### src/rtl/uart_tx_ctrl.sv
// UART transmit frame controller: start, LSB-first data, optional parity and stop bits.
// Build option: UART_TX_CTRL_STOP2_EN selects two stop bits instead of one.
module uart_tx_ctrl #(
   parameter int DATA_WIDTH = 8
) (
   input  logic                  CLK,
   input  logic                  RST,
   input  logic [DATA_WIDTH-1:0] P_DATA,
   input  logic                  Data_Valid,
   input  logic                  PAR_EN,
   input  logic                  PAR_TYP,
   input  logic                  par_bit,
   output logic                  par_calc_en,
   output logic                  TX_OUT,
   output logic                  Busy
);

   localparam int CW = $clog2(DATA_WIDTH + 1);
   localparam logic [CW-1:0] CNT_ZERO = CW'(32'd0);
   localparam logic [CW-1:0] CNT_ONE  = CW'(32'd1);
   localparam logic [CW-1:0] LAST_BIT = CW'(DATA_WIDTH - 1);

   typedef enum logic [2:0] {
      ST_IDLE   = 3'd0,
      ST_START  = 3'd1,
      ST_DATA   = 3'd2,
      ST_PARITY = 3'd3,
      ST_STOP   = 3'd4
   } state_t;

   state_t                state_r, state_s;
   logic [CW-1:0]         cnt_r, cnt_s;
   logic [DATA_WIDTH-1:0] shift_r, shift_s, shift_shr_s;
   logic                  par_en_r, par_en_s;
   logic                  tx_r, tx_s;
   logic                  busy_r, busy_s;
   logic                  unused_par_typ_s;

   // Parity type is consumed by the external parity unit only.
   assign unused_par_typ_s = PAR_TYP;
   assign shift_shr_s      = shift_r >> 1'b1;
   assign par_calc_en      = Data_Valid & (state_r == ST_IDLE) & RST;
   assign TX_OUT           = tx_r;
   assign Busy             = busy_r;

   // Next-state logic; tx_s/busy_s are the line values for the cycle after this edge.
   always_comb begin
      state_s  = state_r;
      cnt_s    = cnt_r;
      shift_s  = shift_r;
      par_en_s = par_en_r;
      tx_s     = 1'b1;
      busy_s   = 1'b1;
      case (state_r)
         ST_IDLE: begin
            if (Data_Valid) begin
               state_s  = ST_START;
               shift_s  = P_DATA;
               par_en_s = PAR_EN;
               cnt_s    = CNT_ZERO;
               tx_s     = 1'b0;
            end else begin
               busy_s   = 1'b0;
            end
         end
         ST_START: begin
            state_s = ST_DATA;
            tx_s    = shift_r[0];
         end
         ST_DATA: begin
            cnt_s   = cnt_r + CNT_ONE;
            shift_s = shift_shr_s;
            if (cnt_r == LAST_BIT) begin
               if (par_en_r) begin
                  state_s = ST_PARITY;
                  tx_s    = par_bit;
               end else begin
                  state_s = ST_STOP;
                  cnt_s   = CNT_ZERO;
               end
            end else begin
               tx_s    = shift_shr_s[0];
            end
         end
         ST_PARITY: begin
            state_s = ST_STOP;
            cnt_s   = CNT_ZERO;
         end
         ST_STOP: begin
`ifdef UART_TX_CTRL_STOP2_EN
            // Counter marks the first stop cycle so the line stays high for a second one.
            if (cnt_r == CNT_ZERO) begin
               cnt_s   = CNT_ONE;
            end else begin
               state_s = ST_IDLE;
               busy_s  = 1'b0;
            end
`else
            state_s = ST_IDLE;
            busy_s  = 1'b0;
`endif
         end
         default: begin
            state_s = ST_IDLE;
            busy_s  = 1'b0;
         end
      endcase
   end

   // State, datapath and registered line outputs with synchronous active-low reset.
   always_ff @(posedge CLK) begin
      if (!RST) begin
         state_r  <= ST_IDLE;
         cnt_r    <= CNT_ZERO;
         shift_r  <= '0;
         par_en_r <= 1'b0;
         tx_r     <= 1'b1;
         busy_r   <= 1'b0;
      end else begin
         state_r  <= state_s;
         cnt_r    <= cnt_s;
         shift_r  <= shift_s;
         par_en_r <= par_en_s;
         tx_r     <= tx_s;
         busy_r   <= busy_s;
      end
   end

endmodule

### config.mk
export PLATFORM = sky130hd
export DESIGN_NAME = uart_tx_ctrl
export DESIGN_NICKNAME = d
export VERILOG_FILES = /design/src/rtl/uart_tx_ctrl.sv
export SDC_FILE = /design/constraint.sdc
export NUM_CORES = 1
export LEC_CHECK = 0
export CORE_UTILIZATION = 38
export CTS_BUF_LIST = sky130_fd_sc_hd__clkbuf_4
export CTS_CLUSTER_DIAMETER = 40
export DETAILED_ROUTE_END_ITERATION = 8
export SLEW_MARGIN = 20
export SYNTH_ARGS = -nofsm -noshare
export SYNTH_HDL_FRONTEND = slang
export SYNTH_SLANG_ARGS = --single-unit
### constraint.sdc
create_clock -name CLK -period 1.71 [get_ports CLK]
set_input_delay 0.513 -clock CLK [delete_from_list [all_inputs] [get_ports CLK]]
set_output_delay 0.513 -clock CLK [all_outputs]
set_load 0.01 [all_outputs]
Word level (Yosys, flattened, before mapping)
Cells that the tools add are included.

word-level totals
  register bits after elaboration = 18
  input bits = 14
  output and inout bits = 3

cells by class
  $add $sub $neg = 1
  eq/ne operators = 6
  multiplexer cells = 16
  bitwise gates (word level) = 2
  reduce and logical (&&, ||, !) cells = 8

operator list
  cell                   count
  $pmux W8 S2            1
  $mux W4                3
  $pmux W3 S4            1
  $pmux W4 S3            1
  $mux W3                3
  $mux W8                1
  $reduce_and A2 Y1      4
  $eq A3 B2 Y1 const B   2
  $add A4 B1 Y4 const B  1
  $eq A4 B3 Y1 const B   1
  $mux W1                4
  $ne A2 B2 Y1 const B   2
  $eq A3 B1 Y1 const B   1
  $logic_not A3 Y1       1
  $pmux W1 S3            1
  $reduce_bool A3 Y1     1
  $reduce_or A3 Y1       1
  $and A1 B1 Y1          2
  $pmux W1 S2            1
  $reduce_bool A2 Y1     1

Longest topological paths before layout
  depth in word-level cells = 4
  mapped depth = 6

Worst setup path after synthesis
Ideal clock, no wire load.

  kind = register to output
  from = register state_r[1]
  to = output par_calc_en
  arrival time = 1.096 ns
  data required time = 1.197 ns
  slack = 0.101 ns
  cell stages (with the launch flop) = 5
  cells stage by stage = dfxtp_1 buf_6 nor4b_4 buf_6 and2_1

on the way
  word-level cells in the longest chain between the ends = 3

ends and longest elaborated chain
  element                     line  text
  start, declared             31    state_t state_r, state_s;
  start signal, assigned      120   state_r <= state_s;
  $logic_not A3 Y1            42    assign par_calc_en = Data_Valid & (state_r == ST_IDLE) & RST;
  $and A1 B1 Y1 (2 in a row)  42
  end, declared               13    output logic par_calc_en,

No other way between the ends.

Final worst setup path
Ends and elaborated chain as after synthesis.

==> flow_summary.json <==
{
  "outcome": "finished, violations left",
  "violations": "negative setup slack",
  "root_buffer": "clkbuf_4",
  "port-buffer-count": 15,
  "timing.hold.worst.class": "flip-flop to flip-flop",
  "max_clock_freq_mhz": 580,
  "drv_cap": 0,
  "path_class": "flip-flop to primary output",
  "antennaDiodeCount": 0,
  "p_per_area_nw_per_um2": 931,
  "track_usage_pct": 15.0,
  "cts_buffers": 3,
  "dr.pass1.iters": 4,
  "grt_pass1_vias": 622,
  "io_pins": 17,
  "tns_ps": -14.7,
  "rows": 17,
  "cts.sinks": 18,
  "synth_edf_count": 0,
  "worstSkewPairLatency_ps": 300,
  "layout.nets": 132,
  "synth_top_area_share_pct": 41.2,
  "startpoint_type": "flip-flop",
  "start_util_pct": 39.9,
  "die_h_um": 50.0,
  "core_area_um2": 2190,
  "wl_um": 1700,
  "layout-drive-gt1-share_pct": 15.5,
  "worst-path-max-fanout": 2,
  "tightest_slew_ps": 225,
  "p_leak_nw": 0.448,
  "finalPower_mw": 1.01,
  "cts.path.max_buffers": 2,
  "gp_congestion": 0.796,
  "syn_nets": 109,
  "viasPerCell": 4.97,
  "dieArea_um2": 2500,
  "setup_viol": 1,
  "htreeDepth": 1,
  "hold_violations": 0,
  "place_area_um2": 1070,
  "fin_crit_ps": 1720,
  "cts_tree": "built",
  "synth_commonest_cells": "dfxtp_1 (18), a21oi_1 (11), nor2_1 (11), mux2i_1 (9), o21ai_1 (8)",
  "grt_max_degree": 20,
  "floorplan.die.width_um": 50.0,
  "vias": 716,
  "syn_area_um2": 875,
  "end_kind": "primary output",
  "final_area_um2": 1090,
  "fillers": 217,
  "critPathArrivalTime_ps": 1210,
  "fin_ws_ps": -14.7,
  "rsz0062_at_grt": "yes",
  "worst-endpoint-required_ps": 1200,
  "fin_util_pct": 49.7,
  "dp_hpwl_um": 1200,
  "skew_ps": 8.17,
  "synthDistinctLibCells": 29,
  "synth_most_common_cell": "dfxtp_1",
  "peakVddDrop_mv": 0.526,
  "regArea_um2": 362,
  "synth_cells": 94,
  "antenna_left": 0,
  "clkTransAtPathRegs_ps": 100,
  "max-slew-margin-rel_pct": 85.0,
  "drc": 0,
  "cts-hold-fix-buffers": 0,
  "dp_slack_ps": -721,
  "yosys-top-cells-area": "dfxtp_1 (41%), mux2i_1 (10%), buf_6 (6.4%)",
  "slew_violations": 0,
  "avgSynthCellArea_um2": 9.30,
  "wl_per_cell_um": 11.8,
  "grt_remaining_overflow": 0,
  "synthArstFlopShare_pct": 0,
  "multiInputGateArea_um2": 450,
  "antenna_found_initial": 0,
  "dr.first_iter.drc_count": 13,
  "synth_top_area_cell": "dfxtp_1",
  "grt_pass1_wl_um": 2780,
  "ys_seq_area_share_pct": 41.2,
  "synthToLayoutAreaGrowth_pct": 24.5,
  "synth-seq-cells": 18,
  "yosysWarningCount": 0,
  "fin_crit_sh_pct": 101,
  "synth_ff_type": "dfxtp_1"
}
critical path: stages (launching register included):
cell     delay, ps
dfxtp_2        350
nor4b_4        280
and2_1         160
buf_2          120
power breakdown:
group	internal, mW	switching, mW	total, mW
Clock	0.0850	0.130	0.215
Sequential	0.474	0.0337	0.508
Combinational	0.152	0.138	0.290
Total	0.711	0.302	1.01
state kept, by name (all words and copies together), names as in the netlist:
register / count
par_en_r: 1
state_r: 3
Busy: 1
cnt_r: 4
shift_r: 8
TX_OUT: 1
path summary, 6_finish.rpt:
path	from	to	slack [ps]	cells past startpoint
worst min register to register	par_en_r$_SDFFE_PN0P_	state_r[0]$_SDFFE_PN0P_	490	2
worst max register to register	state_r[0]$_SDFFE_PN0P_	TX_OUT$_SDFF_PN1_	230	5
worst max-delay path	state_r[1]$_SDFFE_PN0P_	par_calc_en	-10	3
worst min-delay path	par_en_r$_SDFFE_PN0P_	state_r[0]$_SDFFE_PN0P_	490	2
final cells by class:
class	instances	area share, %
multi-input combinational	69	41.4
sequential	18	33.2
timing repair buffer	24	19.4
tap	28	3.22
clock buffer	3	2.07
clock inverter	1	0.345
inverter	1	0.345
cell families (layout without fill, tap and decap cells):
logic type,count (synthesis),in the layout,share of synthesized area [%]
AND/OR/NAND/NOR,35,35,24.0
multiplexers,9,9,10.3
AO/OA/AOI/OAI,23,23,14.7
adder cells (fa/ha/maj),1,1,1.43
flip-flops,18,18,41.2
XOR/XNOR,1,1,1.00
buffers and inverters,7,29,7.29
repair_timing:
action	in CTS	in global routing
setup endpoints to repair	1	1
cloned	0	0
setup buffers	0	0
resized for setup	8	0
pin swaps	1	0
through the flow:
step	hold WS [ps]	instances
6_report	489	144
5_1_grt	516	144
4_1_cts	490	144
3_5_place_dp	480	140
3_3_place_gp	476	140
2_1_floorplan	447	94
layer usage:
metal	vias to the layer above	GRT usage (%)	part of all wire (%)
li1	377	-	-
met1	323	20.3	48
met2	16	22.7	47
met3	0	5.56	5.0
met4	0	2.86	0
met5	-	0	0
cells in the final DEF (no fill, tap or decap), types with 2 or more instances in the layout:
cell,netlist,final
clkdlybuf4s50_1,0,12
and2_1,2,2
nand3_1,3,3
mux2i_1,9,9
buf_4,0,9
o21ai_1,8,8
nor2_1,11,11
nor2b_1,3,3
a21oi_1,11,11
nand2_1,5,5
dfxtp_1,18,17
clkbuf_4,0,3
(Power assumes the default switching activity.)
